### src/rtl/eccop_alu_pkg.sv
// rtl/eccop_alu_pkg.sv - shared opcode layout, function codes and FSM states for the eccop ALU
package eccop_alu_pkg;

  localparam int ALU_OP_WIDTH = 6;
  localparam int FUNC_MSB     = 5;
  localparam int FUNC_LSB     = 3;
  localparam int IDX_MSB      = 2;
  localparam int IDX_LSB      = 0;

  typedef enum logic [2:0] {
    F_LD  = 3'b000,
    F_ST  = 3'b001,
    F_ADD = 3'b010,
    F_SUB = 3'b011,
    F_ADC = 3'b100,
    F_SHR = 3'b101,
    F_SHL = 3'b110,
    F_XOR = 3'b111
  } func_t;

  typedef logic [1:0] state_t;
  localparam state_t S_IDLE = 2'd0;
  localparam state_t S_EXEC = 2'd1;
  localparam state_t S_DONE = 2'd2;

  // Carry/bit fed into the first word: ADC and the rotates consume C, ADD and SUB start clean.
  function automatic logic carry_init(input func_t f, input logic c);
    return (f == F_ADC || f == F_SHR || f == F_SHL) ? c : 1'b0;
  endfunction

endpackage

### src/rtl/eccop_alu_word.sv
// rtl/eccop_alu_word.sv - combinational one-word slice of the multi-precision ALU
module eccop_alu_word
  import eccop_alu_pkg::*;
#(
  parameter int P_WORD_WIDTH = 32
) (
  input  func_t                   func,
  input  logic [P_WORD_WIDTH-1:0] a,
  input  logic [P_WORD_WIDTH-1:0] b,
  input  logic                    cin,
  output logic [P_WORD_WIDTH-1:0] y,
  output logic                    cout
);

  logic [P_WORD_WIDTH:0] sum;

  // SUB treats cin/cout as borrow: the top bit of the wrapped difference is the borrow-out.
  always_comb begin
    y    = a;
    cout = cin;
    sum  = '0;
    case (func)
      F_LD: y = b;
      F_ADD, F_ADC: begin
        sum  = {1'b0, a} + {1'b0, b} + {{P_WORD_WIDTH{1'b0}}, cin};
        y    = sum[P_WORD_WIDTH-1:0];
        cout = sum[P_WORD_WIDTH];
      end
      F_SUB: begin
        sum  = {1'b0, a} - {1'b0, b} - {{P_WORD_WIDTH{1'b0}}, cin};
        y    = sum[P_WORD_WIDTH-1:0];
        cout = sum[P_WORD_WIDTH];
      end
      F_SHR: begin
        y    = {cin, a[P_WORD_WIDTH-1:1]};
        cout = a[0];
      end
      F_SHL: begin
        y    = {a[P_WORD_WIDTH-2:0], cin};
        cout = a[P_WORD_WIDTH-1];
      end
      F_XOR: y = a ^ b;
      default: ;
    endcase
  end

endmodule

### src/rtl/eccop_alu.sv
// rtl/eccop_alu.sv - word-serial multi-precision ALU answering the eccop MCU opcode handshake
module eccop_alu
  import eccop_alu_pkg::*;
#(
  parameter int P_OPCODE_WIDTH = 7,
  parameter int P_WORD_WIDTH   = 32,
  parameter int P_NWORDS       = 8
) (
  input  logic                            clk,
  input  logic                            reset,
  input  logic [P_OPCODE_WIDTH-2:0]       alu_op_code,
  input  logic                            alu_op_req,
  output logic                            alu_op_ack,
  output logic                            alu_flags_carry,
  output logic                            alu_flags_zero,
  output logic                            alu_flags_w0,
  input  logic [3+$clog2(P_NWORDS)-1:0]   host_addr,
  input  logic [P_WORD_WIDTH-1:0]         host_wdata,
  input  logic                            host_we,
  input  logic                            host_re,
  output logic [P_WORD_WIDTH-1:0]         host_rdata,
  output logic                            alu_busy,
  output logic                            host_err
);

  localparam int WIDX_W = $clog2(P_NWORDS);

  state_t                  state;
  logic [WIDX_W-1:0]       cnt;
  func_t                   func_q;
  logic [2:0]              idx_q;
  logic                    wc;
  logic                    zacc;
  logic                    c_q, z_q, w0_q;
  logic [P_WORD_WIDTH-1:0] w_q [P_NWORDS];
  logic [P_WORD_WIDTH-1:0] rf  [8][P_NWORDS];

  func_t                   op_func;
  logic [WIDX_W-1:0]       widx;
  logic                    last;
  logic [P_WORD_WIDTH-1:0] y;
  logic                    cout;
  logic [2:0]              host_reg;
  logic [WIDX_W-1:0]       host_word;

  assign op_func   = func_t'(alu_op_code[FUNC_MSB:FUNC_LSB]);
  // SHR walks MSW->LSW so the carry enters at the top; with a power-of-2 count ~cnt is the mirror index.
  assign widx      = (func_q == F_SHR) ? ~cnt : cnt;
  assign last      = &cnt;
  assign host_reg  = host_addr[WIDX_W+2:WIDX_W];
  assign host_word = host_addr[WIDX_W-1:0];

  eccop_alu_word #(.P_WORD_WIDTH(P_WORD_WIDTH)) u_word (
    .func (func_q),
    .a    (w_q[widx]),
    .b    (rf[idx_q][widx]),
    .cin  (wc),
    .y    (y),
    .cout (cout)
  );

  // W is rewritten in place word by word; nothing outside can observe it before DONE.
  always_ff @(posedge clk or negedge reset) begin
    if (!reset) begin
      state  <= S_IDLE;
      cnt    <= '0;
      func_q <= F_LD;
      idx_q  <= '0;
      wc     <= 1'b0;
      zacc   <= 1'b0;
      c_q    <= 1'b0;
      z_q    <= 1'b0;
      w0_q   <= 1'b0;
      for (int i = 0; i < P_NWORDS; i++) w_q[i] <= '0;
    end else begin
      case (state)
        S_IDLE: begin
          if (alu_op_req) begin
            func_q <= op_func;
            idx_q  <= alu_op_code[IDX_MSB:IDX_LSB];
            cnt    <= '0;
            wc     <= carry_init(op_func, c_q);
            zacc   <= 1'b0;
            state  <= S_EXEC;
          end
        end
        S_EXEC: begin
          w_q[widx] <= y;
          wc        <= cout;
          zacc      <= zacc | (|y);
          cnt       <= cnt + WIDX_W'(1);
          if (last) begin
            state <= S_DONE;
            z_q   <= ~(zacc | (|y));
            w0_q  <= (widx == '0) ? y[0] : w_q[0][0];
            if (func_q inside {F_ADD, F_ADC, F_SUB, F_SHR, F_SHL}) c_q <= cout;
          end
        end
        default: state <= S_IDLE;
      endcase
    end
  end

  // ST commits the whole row at the edge entering DONE, so an aborted ST leaves RF intact.
  always_ff @(posedge clk) begin
    if (state == S_EXEC && last && func_q == F_ST) begin
      for (int i = 0; i < P_NWORDS; i++) rf[idx_q][i] <= w_q[i];
    end
    if (state == S_IDLE && host_we) rf[host_reg][host_word] <= host_wdata;
  end

  always_ff @(posedge clk or negedge reset) begin
    if (!reset) begin
      host_rdata <= '0;
      host_err   <= 1'b0;
    end else begin
      if (host_re) host_rdata <= rf[host_reg][host_word];
      if (host_we && state != S_IDLE) host_err <= 1'b1;
    end
  end

  assign alu_op_ack      = (state == S_DONE);
  assign alu_busy        = (state != S_IDLE);
  assign alu_flags_carry = c_q;
  assign alu_flags_zero  = z_q;
  assign alu_flags_w0    = w0_q;

endmodule
### config.mk
export PLATFORM = sky130hd
export DESIGN_NAME = eccop_alu
export DESIGN_NICKNAME = d
export VERILOG_FILES = /design/src/rtl/eccop_alu_pkg.sv /design/src/rtl/eccop_alu_word.sv /design/src/rtl/eccop_alu.sv
export SDC_FILE = /design/constraint.sdc
export NUM_CORES = 2
export LEC_CHECK = 0
export BUFFER_PORTS_ARGS = -buffer_cell sky130_fd_sc_hd__buf_2
export CAP_MARGIN = 20
export CORE_MARGIN = 3
export CORE_UTILIZATION = 55
export CTS_CLUSTER_DIAMETER = 100
export DETAILED_ROUTE_END_ITERATION = 7
export PLACE_DENSITY = 0.73
export SLEW_MARGIN = 20
export SYNTH_ARGS = -nofsm -noshare
export SYNTH_HDL_FRONTEND = slang
export SYNTH_SLANG_ARGS = --single-unit
### constraint.sdc
create_clock -name clk -period 7.9 [get_ports clk]
set_input_delay 0.395 -clock clk [delete_from_list [all_inputs] [get_ports clk]]
set_output_delay 0.395 -clock clk [all_outputs]
set_load 0.005 [all_outputs]
After elaboration in Yosys (flattened, before gate mapping)
Memories as Yosys holds them, arrays and structs flattened.
Index checks and enable logic that the tools add are counted.
W data, S select, Z words.
{"block": "totals", "reg_bits": 305, "mem_bits_rw": 2048, "n_memories": 1}
{"memory": "rf", "words": 8, "width": 256, "read_ports": 2, "rd_clocked_by_memory_dff": 0, "wr": 1, "line_no": "eccop_alu.sv:36", "source": "logic [P_WORD_WIDTH-1:0] rf [8][P_NWORDS];"}
{"block": "op_classes", "magnitude_cmp": 4, "n_addsub": 5, "n_eq_ne": 14, "n_reduce_logical": 23, "n_mux": 35, "n_bitwise": 6}
{"operator": "$mux W256", "count": 3}
{"operator": "$bmux W32 S3", "count": 3}
{"operator": "$bwmux W256", "count": 1}
{"operator": "$mux W32", "count": 8}
{"operator": "$reduce_or A256 Y1", "count": 1}
{"operator": "$demux W32 S3", "count": 2}
{"operator": "$pmux W32 S6", "count": 1}
{"operator": "$add A32 B32 Y33", "count": 1}
{"operator": "$add A33 B1 Y33", "count": 1}
{"operator": "$sub A32 B32 Y33", "count": 1}
{"operator": "$sub A33 B1 Y33", "count": 1}
{"operator": "$reduce_or A32 Y1", "count": 1}
{"operator": "$xor A32 B32 Y32", "count": 1}
{"operator": "$eq A3 B3 Y1 const B", "count": 7}
{"operator": "$mux W3", "count": 3}
{"operator": "$ge A4 B4 Y1 const B", "count": 2}
{"operator": "$lt A4 B1 Y1 const B", "count": 2}
{"operator": "$not A3 Y4", "count": 2}
{"operator": "$mux W1", "count": 7}
{"operator": "$eq A3 B2 Y1 const B", "count": 2}
{"operator": "$logic_and A1 B1 Y1", "count": 6}
{"operator": "$logic_not A3 Y1", "count": 2}
{"operator": "$pmux W3 S2", "count": 1}
{"operator": "$reduce_and A2 Y1", "count": 3}
{"operator": "other kinds (20)", "count": 25}

Longest topological paths before layout
{"block": "depth", "word_depth": 12, "mapped_depth": 30, "mapped_depth_nobuf": 22}

Hierarchy
A second synthesis with hierarchy kept.
{"block": "hier_totals", "hier_cells": 7050, "hier_area_um2": 118024.4}
{"module": "eccop_alu", "instances": 1, "cells_each": 6115, "seq_area_each_um2": 69131.3, "area_each_um2": 111797.2}
{"module": "eccop_alu_word", "instances": 1, "cells_each": 935, "seq_area_each_um2": 0.0, "area_each_um2": 6227.2}

Worst setup path before layout
Ideal clock, no wire load.
{"block": "synth_path", "kind": "reg-to-reg", "startpoint": "register idx_q[0]", "endpoint": "register zacc", "stages_incl_launch_ff": 30, "period_less_slack_ns": 6.139, "setup_ns": 0.118, "slack_ns": 1.761, "t_required_ns": 7.782, "arrival_ns": 6.021, "path_cell_list": "dfrtp_1 buf_6 buf_12 buf_12 buf_6 buf_6 buf_2 buf_2 buf_2 mux2i_1 a22oi_1 nand3_1 nand4_1 nor2_1 nand2_1 ha_1 ha_1 clkbuf_1 a21o_1 a21o_1 o2111ai_1 a21oi_1 o41ai_1 xor2_1 o211ai_1 a2bb2oi_1 or4bb_1 nor4b_2 nand4b_1 a21o_1"}
{"block": "synth_between", "elab_chain_cells": 10}
{"element": "start: declaration", "line_no": "eccop_alu.sv:31", "source": "logic [2:0] idx_q;"}
{"element": "start signal: assignment", "line_no": "eccop_alu.sv:80", "source": "idx_q <= alu_op_code[IDX_MSB:IDX_LSB];"}
{"element": "$mem_v2 Z8 W256 *"}
{"element": "$bmux W32 S3 *", "line_no": "eccop_alu.sv:56", "source": ".b (rf[idx_q][widx]),"}
{"element": "$mux W32 (not written as such) * (2 in series)", "line_no": "eccop_alu.sv:56"}
{"element": "$sub A32 B32 Y33 / $add A32 B32 Y33 (equally long branches)", "line_no": "eccop_alu_word.sv:30, eccop_alu_word.sv:25"}
{"element": "$sub A33 B1 Y33 / $add A33 B1 Y33 (equally long branches)", "line_no": "eccop_alu_word.sv:30, eccop_alu_word.sv:25"}
{"element": "$pmux W32 S6 *", "line_no": "eccop_alu_word.sv:22", "source": "case (func)"}
{"element": "$reduce_or A32 Y1 *", "line_no": "eccop_alu.sv:90", "source": "zacc <= zacc | (|y);"}
{"element": "$or A1 B1 Y1 *", "line_no": "eccop_alu.sv:90"}
{"element": "$pmux W1 S2 *", "line_no": "eccop_alu.sv:76", "source": "case (state)"}
{"element": "end signal: assignment", "line_no": "eccop_alu.sv:90"}
{"element": "end: declaration", "line_no": "eccop_alu.sv:33", "source": "logic zacc;"}
Mark *: on every way between the ends. The rest lies on a longest branch, timed or not. The select of a mux whose other input is x is not followed.
A chain may end at the register's enable or synchronous reset.

Final worst setup path
{"block": "layout_path", "startpoint": "register idx_q[2]", "endpoint": "register zacc"}
Same word-level chain as after synthesis.

==> out/results.txt <==
outcome: finished, final reports clean
GPL Wtd Cong: 1.05
Port Buf Inserts: 86
total grt overflow: 0
critical path endpoint: zacc
Hold Path Class: in -> async
Rows: 169
TritonCTS sink count: 2353
Worst Skew: 0.0761 ns
Worst Setup Start Kind: flop
r2r setup slk: 0.17 ns
worst reg2reg startpoint: idx_q[2]
die height: 471 um
fmax: 0.129 GHz
Clk pin slew, worst setup/hold paths: 0.06 ns
Crit Path Class: reg -> reg
die area: 221000 um^2
CP Depth: 22
Max transition margin: 13.5%
crit path from: idx_q[2]
first-pass GRT wire length: 655 mm
Critical Path RT: 8.66 ns
Reg-to-Reg End: zacc
Overall Global Routing Usage: 43.2%
most frequent cells in the layout: edfxtp_1 (2048), mux4_2 (898), mux2i_1 (715)
CTS tree: yes
final worst path period share: 97.9%
maximum clock path buffer count: 3
Hold Fails Final Rpt: 0
Critical Path AT: 8.49 ns
core box area: 213000 um^2
worst slew pin tran: 1.30 ns
Total Negative Setup Slacks: 0 ns
Finished Layout Cells: 10800
H-tree depth: 4
starting density of the core: 55.6%
critical path's slowest cell: dfrtp_4
Final Core Density: 62.4%
die width: 471 um
Final setup viols: 0
Most used DFF post-synth: edfxtp_1
P&R area growth vs syn: 12.1%
Post-route DRC: 0
post-synth cell types: 108
unrepaired setup endpoints after global routing: false
Synth Cell Area: 119000 um^2
Detail Route Antenna Nets: 0
final-stage net count: 7902
Syn. warnings: 0
delay-heaviest family, CP: simple AND/OR/NAND/NOR gates
cts bufs inserted: 236
vias in the first global route: 79300
dpl cells: 10300
Period minus WS final: 7.73 ns
syn avg cell area: 15.7 um^2
Slew Viols, Final: 0
DR iter-0 viols: 16100
Vias/cell: 7.86
worst reg2reg path depth: 22
most used cell, CP: buf_4
crit end category: flop
1st-pass router iterations: 7
CP Max Fanout: 25
EDFF count, synth: 2048
Clock Latency Late Sink: 0.94 ns
most common cell after layout, fill and taps aside: edfxtp_1
HPWL Detailed: 331 mm
Post-Route WL: 486 mm
Routed WL per cell: 44.9 um
CTS root buf: clkbuf_16
share of layout cells above drive strength 1: 26.6%
Boundary Pins: 87
MaxCap Viol Count: 0
Synth Register Bits: 2353
Syn Inst Count: 7560
largest net degree at the start of global routing: 116
initial antenna violation count: 43
crit-path cells: and2b_4 -> buf_12 -> a22oi_1 -> and3_1 -> a311oi_2 -> nand4_1 -> buf_4 -> ha_1 -> ha_1 -> buf_4 -> and3_1 -> nand4_1 -> a21oi_1 -> buf_4 -> o2111ai_1 -> a21oi_1 -> a41o_1 -> xnor2_1 -> o22ai_1 -> nor4b_1 -> nand4b_1 -> a21o_1
FFs w/ async S/R, synth: 13.0%
Crit path largest cell delay: 0.89 ns
syn nets: 7707
WP buf/inv: 4
Seq/Total Area, Yosys: 58.2%
Vias: 85000
## metrics by stage
| step | setup WS, ns | cell area [um^2] | hold WS, ns |
|---|---|---|---|
| 6_report | 0.170 | 133000 | 0.0993 |
| 2_1_floorplan | 1.76 | 119000 | 0.0994 |
| 5_1_grt | 0.0319 | 133000 | 0.126 |
| 3_3_place_gp | 0.260 | 125000 | 0.433 |
| 3_5_place_dp | 0.345 | 125000 | 0.439 |
| 4_1_cts | 0.281 | 133000 | 0.0614 |
## synthesized netlist by cell type (134+ instances only)
cell type,n,area [um^2]
a21oi_1,152,761
a21o_1,283,2120
mux2_2,134,1510
mux2i_1,717,7180
clkbuf_1,334,1250
o21ai_0,242,1210
a22oi_1,234,1760
nand2_1,412,1550
o22ai_1,153,957
dfrtp_1,305,7630
mux4_2,898,20200
edfxtp_1,2048,61500
nor2_1,226,848
## cell type report
class	instances	area, um^2
Multi-Input combinational cell	4493	47100
Tap cell	2821	3530
Antenna cell	31	77.6
Inverter	100	380
Sequential cell	2353	69200
Clock inverter	132	1500
Clock buffer	318	6480
Timing Repair Buffer	571	4870
Fill cell	15100	80300
## timing repair
action / in CTS / in global routing
resized for setup: 0 / 2
endpoints found under the hold margin: 89 / 0
hold buffers: 9 / 0
endpoints found under the setup margin: 0 / 4
buffers inserted: 0 / 5
## worst min-delay path by stage
stage / from / endpoint / slack (ns) / cells past startpoint
after detailed placement: reset / wc / 0.44 / 1
after CTS: reset / w_q[89] / 0.06 / 2
after global routing: reset / w_q[63] / 0.13 / 2
final: reset / w_q[63] / 0.1 / 2
after global placement: host_err / host_err / 0.43 / 1
after floorplan: reset / alu_flags_carry / 0.1 / 0
## layer usage
| metal | GRT usage [%] | share of wire (%) | up-vias |
|---|---|---|---|
| met4 | 24.1 | 7.2 | 48 |
| met5 | 2.16 | 0.23 | - |
| met3 | 22.6 | 19 | 1795 |
| met1 | 55.5 | 33 | 43200 |
| li1 | - | - | 31500 |
| met2 | 58.5 | 41 | 8433 |
## cells by family (layout without fill, tap and decap cells)
group | Yosys count | in the layout | synth area share (%)
AO/OA/AOI/OAI | 1478 | 1478 | 8.71
XOR/XNOR | 30 | 30 | 0.228
adder cells (fa/ha/maj) | 98 | 98 | 1.06
buffers and inverters | 714 | 1121 | 2.74
flip-flops | 2353 | 2353 | 58.2
multiplexers | 1751 | 1751 | 24.4
other | 0 | 31 | 0
AND/OR/NAND/NOR | 1136 | 1136 | 4.63
## flip-flops by register name, summed over array words and instances (netlist names)
signal	cells
alu_flags_carry	1
alu_flags_w0	1
alu_flags_zero	1
cnt	3
func_q	3
host_err	1
host_rdata	32
idx_q	3
rf	2048
state	2
w_q	256
wc	1
zacc	1
Power is left out: the tool's default activity adds up to more than one toggle a clock period on the data nets, which glitch-free logic cannot reach.
